`config.mk`:
```
export PLATFORM = sky130hd
export DESIGN_NAME = mole_round_ctrl
export DESIGN_NICKNAME = d
export VERILOG_FILES = /design/src/rtl/mole_round_ctrl.sv
export SDC_FILE = /design/constraint.sdc
export NUM_CORES = 1
export LEC_CHECK = 0
export CORE_ASPECT_RATIO = 0.75
export CORE_MARGIN = 1
export CORE_UTILIZATION = 32
export DETAILED_ROUTE_END_ITERATION = 12
export MAX_ROUTING_LAYER = met4
export SLEW_MARGIN = 5
export SYNTH_ARGS = -nofsm -noshare
export SYNTH_HDL_FRONTEND = slang
export SYNTH_SLANG_ARGS = --single-unit
```
`constraint.sdc`:
```
create_clock -name clk -period 12.6 [get_ports clk]
set_clock_uncertainty 0.05 [all_clocks]
set_input_delay 2.52 -clock clk [delete_from_list [all_inputs] [get_ports clk]]
set_output_delay 2.52 -clock clk [all_outputs]
set_load 0.01 [all_outputs]
```
`src/rtl/mole_round_ctrl.sv`:
```
// Whack-a-mole round sequencer: LFSR mole pick, timed SHOW window, strike capture, one-cycle hit mask.
// Optional build macro MOLE_WHACK_CLEAR_EN: struck moles go dark for the rest of the SHOW window.
module mole_round_ctrl #(
    parameter int unsigned ROUND_CYCLES = 25_000_000,
    parameter int unsigned GAP_CYCLES   = 5_000_000,
    parameter int unsigned NUM_ROUNDS   = 30,
    parameter int unsigned MAX_MOLES    = 6,
    parameter logic [17:0] SEED         = 18'h2A5F3
) (
    input  logic        clk,
    input  logic        reset,
    input  logic        start,
    input  logic [17:0] sw,
    output logic [17:0] led_moles,
    output logic [17:0] hit_reg,
    output logic        round_done,
    output logic [7:0]  round_num,
    output logic        game_over
);

    localparam int unsigned MAX_CYC = (ROUND_CYCLES > GAP_CYCLES) ? ROUND_CYCLES : GAP_CYCLES;
    localparam int unsigned TW = $clog2(MAX_CYC + 1);
    localparam logic [TW-1:0] ROUND_LAST = TW'(ROUND_CYCLES - 1);
    localparam logic [TW-1:0] GAP_LAST   = TW'(GAP_CYCLES - 1);
    localparam logic [7:0]    ROUNDS_END = 8'(NUM_ROUNDS);

    typedef enum logic [1:0] {
        IDLE,
        SHOW,
        SCORE,
        GAP
    } state_t;

    state_t        state_q, state_d;
    logic [17:0]   lfsr_q, lfsr_d;
    logic          start_meta_q, start_meta_d;
    logic          start_s_q, start_s_d;
    logic          start_prev_q, start_prev_d;
    logic [17:0]   sw_meta_q, sw_meta_d;
    logic [17:0]   sw_s_q, sw_s_d;
    logic [17:0]   sw_prev_q, sw_prev_d;
    logic [17:0]   moles_q, moles_d;
    logic [17:0]   hit_acc_q, hit_acc_d;
    logic [17:0]   hit_reg_q, hit_reg_d;
    logic          round_done_q, round_done_d;
    logic [7:0]    round_num_q, round_num_d;
    logic          game_over_q, game_over_d;
    logic [TW-1:0] timer_q, timer_d;

    logic          start_rise;
    logic [17:0]   sw_rise;
    logic [17:0]   hit_new;
    logic [17:0]   picked;
    logic [7:0]    round_next;

    // Keep the lowest-index set bits, at most MAX_MOLES of them; never return an empty mask.
    function automatic logic [17:0] pick_moles(input logic [17:0] v);
        logic [17:0] m;
        int unsigned cnt;
        m   = '0;
        cnt = 0;
        for (int i = 0; i < 18; i++) begin
            if (v[i] && (cnt < MAX_MOLES)) begin
                m[i] = 1'b1;
                cnt++;
            end
        end
        if (m == '0) begin
            m = 18'h00001;
        end
        return m;
    endfunction

    always_comb begin
        start_meta_d = start;
        start_s_d    = start_meta_q;
        start_prev_d = start_s_q;
        sw_meta_d    = sw;
        sw_s_d       = sw_meta_q;
        sw_prev_d    = sw_s_q;
        lfsr_d       = {lfsr_q[16:0], lfsr_q[17] ^ lfsr_q[10]};
    end

    assign start_rise = start_s_q & ~start_prev_q;
    assign sw_rise    = sw_s_q & ~sw_prev_q;
    assign hit_new    = hit_acc_q | (sw_rise & moles_q);
    assign picked     = pick_moles(lfsr_q);
    assign round_next = (round_num_q >= ROUNDS_END) ? ROUNDS_END : round_num_q + 8'd1;

    // hit_reg/round_done are loaded on the SHOW exit so they are valid exactly during SCORE.
    always_comb begin
        state_d      = state_q;
        timer_d      = timer_q;
        moles_d      = moles_q;
        hit_acc_d    = hit_acc_q;
        hit_reg_d    = '0;
        round_done_d = 1'b0;
        round_num_d  = round_num_q;
        game_over_d  = game_over_q;
        case (state_q)
            IDLE: begin
                timer_d   = '0;
                hit_acc_d = '0;
                if (start_rise) begin
                    round_num_d = '0;
                    game_over_d = 1'b0;
                    moles_d     = picked;
                    state_d     = SHOW;
                end
            end
            SHOW: begin
                hit_acc_d = hit_new;
                timer_d   = timer_q + TW'(1);
                if ((timer_q == ROUND_LAST) || (hit_new == moles_q)) begin
                    hit_reg_d    = hit_new;
                    round_done_d = 1'b1;
                    timer_d      = '0;
                    state_d      = SCORE;
                end
            end
            SCORE: begin
                hit_acc_d   = '0;
                timer_d     = '0;
                round_num_d = round_next;
                if (round_next == ROUNDS_END) begin
                    game_over_d = 1'b1;
                    state_d     = IDLE;
                end else begin
                    state_d = GAP;
                end
            end
            GAP: begin
                hit_acc_d = '0;
                if (timer_q == GAP_LAST) begin
                    timer_d = '0;
                    moles_d = picked;
                    state_d = SHOW;
                end else begin
                    timer_d = timer_q + TW'(1);
                end
            end
            default: begin
                state_d = IDLE;
            end
        endcase
    end

    always_comb begin
        led_moles = '0;
        if (state_q == SHOW) begin
`ifdef MOLE_WHACK_CLEAR_EN
            led_moles = moles_q & ~hit_acc_q;
`else
            led_moles = moles_q;
`endif
        end
    end

    assign hit_reg    = hit_reg_q;
    assign round_done = round_done_q;
    assign round_num  = round_num_q;
    assign game_over  = game_over_q;

    always_ff @(posedge clk) begin
        if (!reset) begin
            state_q      <= IDLE;
            lfsr_q       <= SEED;
            start_meta_q <= 1'b0;
            start_s_q    <= 1'b0;
            start_prev_q <= 1'b0;
            sw_meta_q    <= '0;
            sw_s_q       <= '0;
            sw_prev_q    <= '0;
            moles_q      <= '0;
            hit_acc_q    <= '0;
            hit_reg_q    <= '0;
            round_done_q <= 1'b0;
            round_num_q  <= '0;
            game_over_q  <= 1'b0;
            timer_q      <= '0;
        end else begin
            state_q      <= state_d;
            lfsr_q       <= lfsr_d;
            start_meta_q <= start_meta_d;
            start_s_q    <= start_s_d;
            start_prev_q <= start_prev_d;
            sw_meta_q    <= sw_meta_d;
            sw_s_q       <= sw_s_d;
            sw_prev_q    <= sw_prev_d;
            moles_q      <= moles_d;
            hit_acc_q    <= hit_acc_d;
            hit_reg_q    <= hit_reg_d;
            round_done_q <= round_done_d;
            round_num_q  <= round_num_d;
            game_over_q  <= game_over_d;
            timer_q      <= timer_d;
        end
    end

endmodule

```
-- Word-level counts from Yosys, hierarchy flattened
Cells that the tools add are included.
- equal/unequal tests: 11
- magnitude comparators: 18
- shift operators: 0
- multipliers: 0
- reduce and logical (&&, ||, !) cells: 30
- add/subtract/negate cells: 18
- divide/modulo/power cells: 0
- bitwise operators: 7
- mux-type cells: 56
- operator list (cell ; number):
    32-bit by 3-bit less-than comparator with 1-bit output, second input constant ; 17
    32-bit by 1-bit adder with 32-bit output, second input constant ; 16
    32-bit 2-to-1 mux ; 16
    25-bit case mux with 3 select lines ; 1
    18-bit 2-to-1 mux ; 4
    18-bit case mux with 2 select lines ; 2
    25-bit 2-to-1 mux ; 2
    18-bit bitwise AND ; 2
    25-bit by 1-bit adder with 25-bit output, second input constant ; 1
    25-bit by 23-bit == test with 1-bit output, second input constant ; 1
    25-bit == test, second input constant ; 1
    1-bit 2-to-1 mux ; 22
    18-bit == test ; 1
    18-bit zero test ; 1
    18-bit inverter ; 1
    18-bit OR ; 1
    1-bit logical AND ; 17
    8-bit 2-to-1 mux ; 2
    8-bit case mux with 2 select lines ; 1
    3-bit AND reduction ; 4
    8-bit by 1-bit adder with 8-bit output, second input constant ; 1
    8-bit by 5-bit == test with 1-bit output, second input constant ; 1
    8-bit by 5-bit greater-or-equal comparator with 1-bit output, second input constant ; 1
    2-bit 2-to-1 mux ; 4
    14 further kinds ; 20
- input bits: 21
- flip-flop bits (word level): 166
- memories kept: 0
- bits in latches: 0
- output and inout bits: 46
- ROM bits: 0
- RAM bits: 0
- word-level logic and storage cells: 155

-- Depth between registers and ports, before layout
Gate-level depths: netlist (run 1).
- word-level depth: 56
- depth in mapped cells: 62
- gate-level depth less buffers: 61

-- Least setup slack after synthesis (run 1)
Ideal clock, no wire load.
- path type: register to register
- start: reg lfsr_q[0]
- end: reg moles_q[17]
- buffers on the path: 1
- required time: 12430 ps
- arrival time: 10899 ps
- cell stages (with the launch flop): 58
- setup time: 120 ps
- path slack: 1532 ps
- clock period less this slack: 11068 ps
- path through: dfxtp_1 > inv_1 > ha_1 > xor2_1 > ha_1 > nor2b_1 > a32oi_1 > ha_1 > nor3_1 > nor2_1 > ha_1 > nand2_1 > o31a_1 > nand2_1 > ha_1 > and4b_1 > o31ai_1 > ha_1 > (+22 left out) > a2111o_1 > a211oi_2 > nor2_2 > o21ai_2 > xnor2_1 > ha_1 > nand2_1 > or2_2 > a211o_1 > nand3_1 > nand2_1 > xnor2_1 > ha_1 > nand2_1 > a21oi_1 > nand2_1 > a21oi_1 > nor3b_2
- word-level cells in the longest chain between the ends: 56
- elaborated cells on any way between the ends: 90
- classes of those cells: add/sub: 16; order compare: 17; mux: 39; reduce/logical: 18
- RTL lines (item ; RTL line ; text):
    from (decl) ; 35 ; logic [17:0] lfsr_q, lfsr_d;
    from (signal assigned) ; 183 ; lfsr_q <= lfsr_d;
    1-bit 2-to-1 mux ; 63 ; if (v[i] && (cnt < MAX_MOLES)) begin
    32-bit by 3-bit less-than comparator with 1-bit output ; 63 ;
    1-bit logical AND ; 63 ;
    32-bit 2-to-1 mux ; 63 ;
    32-bit by 3-bit less-than comparator with 1-bit output ; 63 ;
    1-bit logical AND ; 63 ;
    32-bit 2-to-1 mux ; 63 ;
    32-bit by 3-bit less-than comparator with 1-bit output ; 63 ;
    (+40 left out) ; - ;
    32-bit 2-to-1 mux ; 63 ;
    32-bit by 3-bit less-than comparator with 1-bit output ; 63 ;
    1-bit logical AND ; 63 ;
    1-bit 2-to-1 mux ; 63 ;
    18-bit zero test ; 68 ; if (m == '0) begin
    18-bit 2-to-1 mux * ; 68 ;
    18-bit 2-to-1 mux (on tied branches) ; 134, 104 ;
    18-bit case mux with 2 select lines * ; 100 ; case (state_q)
    to (signal assigned) ; 190 ; moles_q <= moles_d;
    to (decl) ; 42 ; logic [17:0] moles_q, moles_d;
Every way passes the cells marked *; elsewhere a longest branch is shown, timed or not. The select of a mux whose other input is x is not followed.
A chain may end at the register's enable or synchronous reset.

-- Worst setup path in the final report (run 1)
Ends and elaborated chain as after synthesis.

==> results of run 1 <==
-- Yosys cell counts, drive strengths merged (20+ instances only) --
| library cell | n |
|---|---|
| a21oi | 20 |
| o21ai | 24 |
| inv | 42 |
| xor2 | 21 |
| clkbuf | 27 |
| nand2 | 73 |
| dfxtp | 166 |
| nand3 | 35 |
| and2 | 98 |
| xnor2 | 26 |
| nor2 | 102 |
| ha | 26 |
-- worst register-to-register path, delay by kind of cell (launching register included) --
kind | cells | cell delay (ns)
compound gates | 13 | 3.36
xor+xnor | 5 | 1.00
fa+ha+maj | 11 | 3.46
buf+inv | 1 | 0.10
flops | 1 | 0.40
mux | 1 | 0.33
simple gates | 25 | 3.07
-- placed cells by master (no fill, tap or decap), drive strengths merged, types with 5 or more instances in the layout --
cell and count:
a2111oi 6, a211o 5, a21boi 10, a21oi 20
a221oi 8, a31oi 14, and2 98, and3 11
and4 6, buf 7, clkbuf 20, clkdlybuf4s50 65
dfxtp 166, ha 26, inv 44, mux2i 8
nand2 73, nand2b 13, nand3 35, nand3b 9
nand4 13, nor2 102, nor2b 16, nor3 16
nor3b 6, nor4 6, o211ai 8, o21ai 24
o21ba 5, xnor2 26, xor2 21
-- area by class of cell --
| cell class | count | area (µm²) |
|---|---|---|
| fill | 2428 | 14600 |
| sequential | 166 | 3320 |
| timing repair buffer | 72 | 701 |
| clock inverter | 10 | 124 |
| multi-input combinational | 662 | 4480 |
| inverter | 42 | 158 |
| clock buffer | 20 | 447 |
| tap | 331 | 414 |
-- per-stage QoR --
| step | area [µm²] | instances | util, % |
|---|---|---|---|
| 6_report | 9650 | 1303 | 39.8 |
| 5_1_grt | 9650 | 1303 | 39.8 |
| 4_1_cts | 9500 | 1300 | 39.2 |
| 3_5_place_dp | 8930 | 1270 | 36.9 |
| 3_3_place_gp | 8930 | 1270 | 36.9 |
| 2_1_floorplan | 7980 | 902 | - |
-- cell families after synthesis --
kind of cell | count (synthesis) | share of synthesized area [%]
and+or+nand+nor | 425 | 28.1
DFF | 166 | 41.6
AOI/OAI and AO/OA | 150 | 15.0
buffers and inverters | 74 | 3.75
xor gates and xnor gates | 49 | 5.82
adders and majority gates | 26 | 4.08
muxes | 12 | 1.57
-- how the worst max path moves through the flow --
| stage | endpoint |
|---|---|
| 3_5_place_dp | moles_q[17] |
| 3_3_place_gp | moles_q[17] |
| 2_1_floorplan | moles_q[17] |
| 4_1_cts | moles_q[17] |
| 6_report | moles_q[17] |
| 5_1_grt | moles_q[17] |
-- per-layer routing --
metal,up-vias,GRT usage [%],routed length [µm]
li1,3254,-,-
met1,3057,22.8,9890
met2,142,20.5,7630
met3,15,3.20,874
met4,0,3.86,153
met5,-,-,0
-- repair_timing --
action | CTS | global route
setup buffers | 0 | 3
endpoints found under the setup margin | 0 | 5
resized for setup | 0 | 25
==> metrics.md, run 1 <==
| Metric | Value |
|---|---|
| CTS tree | `built` |
| Count of final max-slew check failures | `0` |
| Crit-path leading delay family | `adder cells` |
| Worst R2R Start | `lfsr_q[0]` |
| Die H | `139 µm` |
| HP Class | `register to register` |
| Hold_ws | `0.380 ns` |
| Cts bufs inserted | `17` |
| Area leader, netlist | `dfxtp_1` |
| Initial antenna violation count | `0` |
| H-tree Lvls | `4` |
| Synthesized area | `7980 µm²` |
| Slew margin rel. | `35.1%` |
| Worst Path Class, Setup | `register to register` |
| Syn avg cell area | `8.85 µm²` |
| Die area | `25600 µm²` |
| DRT Wirelength | `18500 µm` |
| Core area | `24200 µm²` |
| Final worst slack | `0.699 ns` |
| CTS Hold Bufs | `0` |
| Clock buffer depth | `2` |
| Final setup viols | `0` |
| Count of flip-flops with a built-in enable after synthesis | `0` |
| Fin crit share | `94.5%` |
| Number of global-route vias before repair | `5825` |
| Layout cells sized above 1 | `9.47%` |
| Crit. path cell count | `56` |
| Detail Route Antenna Nets | `0` |
| Ant. Diodes | `0` |
| CP endpoint kind | `register` |
| CP startpoint | `lfsr_q[0]` |
| Post-synth cell types | `88` |
| Post-synth top area share | `41.6%` |
| Hold path depth | `1` |
| CP max FO | `6` |
| DR pass1 iterations | `7` |
| Drt via density | `4.96` |
| Gpl congestion | `0.926` |
| Dpl ws | `0.262 ns` |
| Area Growth Syn to Fin | `20.9%` |
| Post-synthesis async set-or-reset flop share | `0%` |
| Rows | `49` |
| YS warnings | `0` |
| Main synth FF type | `dfxtp_1` |
| Hold Path End | `sw_prev_d[4]` |
| Clock sinks | `166` |
| Max FFs per register | `25` |
| Crit-path slowest cell | `o41ai_2` |
| Reg2reg end | `moles_q[17]` |
| IO buf count | `66` |
| Critical Path Start Type | `register` |
| CTS clk-pin slew, worst paths | `0.06 ns` |
| Post-route minimum period | `11.90 ns` |
| Clk root buf | `clkbuf_16` |
| Reg2reg path depth | `56` |
| Sequential area share after synthesis | `41.6%` |
| Overflow after GRT | `0` |
| Cells after Synth | `902` |
| Outcome | `finished, final reports clean` |
| Syn_nets | `949` |
| Clk_lat worst skew | `0.43 ns` |
| Boundary Pins | `67` |
| Via count | `6468` |
| Register-to-Register Setup Slack | `0.70 ns` |
| Fin Setup TNS | `0 ns` |
| Tot GR Track Use | `15.3%` |
| Initial Util | `33.0%` |
| Chip width | `184 µm` |
| Worst-Margin Slew | `0.970 ns` |
| Avg WL per Cell | `14.2 µm` |
| Final hold vios | `0` |
| Worst EP arrival | `12.16 ns` |
| Critical path required time | `12.86 ns` |
| Crit path buffers/inverters | `1` |
| Reg with most FFs | `timer_q` |
| HPWL after detailed placement | `13400 µm` |
| Layout Nets | `1008` |
| Starting DRT DRC Count | `403` |
| Most used cell, CP | `ha_1` |
| HP Start | `sw_meta_q[4]` |
| #FFs+latches synth | `166` |
| Largest stage delay on the critical path | `0.47 ns` |
| Top post-synthesis cells by area | `dfxtp_1 42%, and2_1 7.7%, nor2_1 4.7%, ha_1 4.1%, nand2_1 3.4%` |
| Max-Cap Viols | `0` |
| Max Fclk | `84.0 MHz` |
| First-pass GRT wire length | `30400 µm` |
| Drc violations | `0` |
| Largest net degree at the start of global routing | `95` |
Power of run 1 is not shown: default switching activity piles up to over one toggle a cycle in this logic, so the estimate is an artifact.
==> run 2: changes to the inputs <==
--- a/config.mk
+++ b/config.mk
@@ -8,7 +8,9 @@
 export CORE_ASPECT_RATIO = 0.75
 export CORE_MARGIN = 1
 export CORE_UTILIZATION = 32
+export CTS_CLUSTER_DIAMETER = 80
 export DETAILED_ROUTE_END_ITERATION = 12
+export GPL_TIMING_DRIVEN = 0
 export MAX_ROUTING_LAYER = met4
 export SLEW_MARGIN = 5
 export SYNTH_ARGS = -nofsm -noshare
==> run 2 against run 1 <==
Critical endpoint unchanged. Global-route usage increased by 1.3 points. Critical path type unchanged. Routed wire length is 8.2% higher. Register-to-register slack worse by 0.05 ns. Core utilization rose by 0.96 points. First-iteration DRC count grew 24%. Non-clock buffer count rose by 32.
==> metrics.md, run 2 (synthesis results as in run 1) <==
| Metric | Value |
|---|---|
| Drt via density | `4.94` |
| Worst Path Class, Setup | `register to register` |
| CP startpoint | `lfsr_q[0]` |
| Die H | `139 µm` |
| Crit-path slowest cell | `a221o_1` |
| Dpl ws | `-0.268 ns` |
| Reg with most FFs | `timer_q` |
| Outcome | `finished, final reports clean` |
| Final Core Density | `40.8%` |
| Avg WL per Cell | `15.0 µm` |
| H-tree Lvls | `4` |
| CP max FO | `6` |
| Max FFs per register | `25` |
| Clk_lat worst skew | `0.43 ns` |
| Critical Path Start Type | `register` |
| HP Start | `start_meta_q` |
| Most frequent cells in the layout | `165 x dfxtp_1, 97 x and2_1, 96 x nor2_1` |
| Number of global-route vias before repair | `6119` |
| Rows | `49` |
| Detail Route Antenna Nets | `0` |
| Core area | `24200 µm²` |
| Commonest non-fill, non-tap cell in the layout | `dfxtp_1` |
| DRT Wirelength | `20100 µm` |
| FILL cells | `2376` |
| Layout Nets | `1040` |
| Drc violations | `0` |
| Die area | `25600 µm²` |
| Post-route minimum period | `11.95 ns` |
| Max Fclk | `83.7 MHz` |
| Slew margin rel. | `53.6%` |
| DR pass1 iterations | `4` |
| Initial antenna violation count | `0` |
| Final hold vios | `0` |
| Gpl congestion | `0.870` |
| Via count | `6603` |
| Clock buffer depth | `2` |
| First-pass GRT wire length | `32200 µm` |
| Largest stage delay on the critical path | `0.45 ns` |
| IO buf count | `65` |
| CP endpoint kind | `register` |
| Tot GR Track Use | `16.6%` |
| Worst R2R Start | `lfsr_q[0]` |
| CTS Hold Bufs | `0` |
| Initial Util | `33.0%` |
| Largest net degree at the start of global routing | `17` |
| Most used cell, CP | `ha_1` |
| Worst-Margin Slew | `0.677 ns` |
| Final worst slack | `0.649 ns` |
| CTS clk-pin slew, worst paths | `0.07 ns` |
| Overflow after GRT | `0` |
| Area Growth Syn to Fin | `23.8%` |
| Ant. Diodes | `0` |
| Layout cells sized above 1 | `10.8%` |
| Count of final max-slew check failures | `0` |
| HPWL after detailed placement | `15100 µm` |
| Boundary Pins | `67` |
| Critical path required time | `12.86 ns` |
| Cts bufs inserted | `17` |
| Clock sinks | `166` |
| Max-Cap Viols | `0` |
| HP Class | `register to register` |
| Starting DRT DRC Count | `500` |
| Final setup viols | `0` |
| Chip width | `184 µm` |
| Clk root buf | `clkbuf_16` |
| Worst EP arrival | `12.22 ns` |
| Fin crit share | `94.9%` |
| CTS tree | `built` |
run 2: changes by cell type in the layout (fill, tap and decap cells not counted), sizes merged:
cell,delta
buf,+6
bufinv,-1
clkbuf,+25
clkinv,-1
inv,+5
run 2: layer usage:
metal / GRT usage, % / vias to the layer above / part of all wire (%)
met5: - / - / 0
met4: 4.52 / 0 / 0.90
met3: 2.89 / 13 / 4.8
met2: 22.0 / 156 / 40
met1: 25.1 / 3109 / 54
li1: - / 3325 / -
run 2: worst max-delay path, delay by kind of cell (launching register included):
kind	cells	cell delay, ns
AND/OR/NAND/NOR	25	2.88
multiplexers	1	0.37
buffers and inverters	2	0.25
XOR/XNOR	4	0.72
AO/OA/AOI/OAI	14	3.77
adder cells (fa/ha/maj)	11	3.41
flip-flops	1	0.37
run 2: worst paths after layout:
kind / endpoint / slack [ns] / cells past startpoint
hold reg to reg: start_prev_d / 0.38 / 1
setup / recovery: moles_q[17] / 0.65 / 57
setup reg to reg: moles_q[17] / 0.65 / 57
hold / removal: start_prev_d / 0.38 / 1
run 2: cell type report:
| cell class | count | area (µm²) | area share, % |
|---|---|---|---|
| Sequential cell | 166 | 3320 | 33.6 |
| Tap cell | 331 | 414 | 4.19 |
| Inverter | 42 | 158 | 1.60 |
| Buffer | 31 | 138 | 1.39 |
| Clock buffer | 19 | 443 | 4.48 |
| Multi-Input combinational cell | 662 | 4560 | 46.1 |
| Clock inverter | 13 | 135 | 1.37 |
| Timing Repair Buffer | 73 | 711 | 7.19 |
run 2: through the flow:
step | cell area (µm²) | hold slack [ns] | instances | setup TNS (ns)
after floorplan | 7980 | 0.362 | 902 | 0
after global placement | 9050 | 0.366 | 1298 | -0.0677
after detailed placement | 9050 | 0.369 | 1298 | -0.268
after CTS | 9660 | 0.383 | 1329 | 0
after global routing | 9880 | 0.396 | 1337 | -0.0133
final | 9880 | 0.380 | 1337 | 0
run 2: repair_timing:
item / 4_1_cts / 5_1_grt
setup endpoints to repair: 1 / 5
setup buffers: 0 / 8
pin swaps: 0 / 7
gates resized for setup: 7 / 30
Power of run 2 is left out for the same reason.
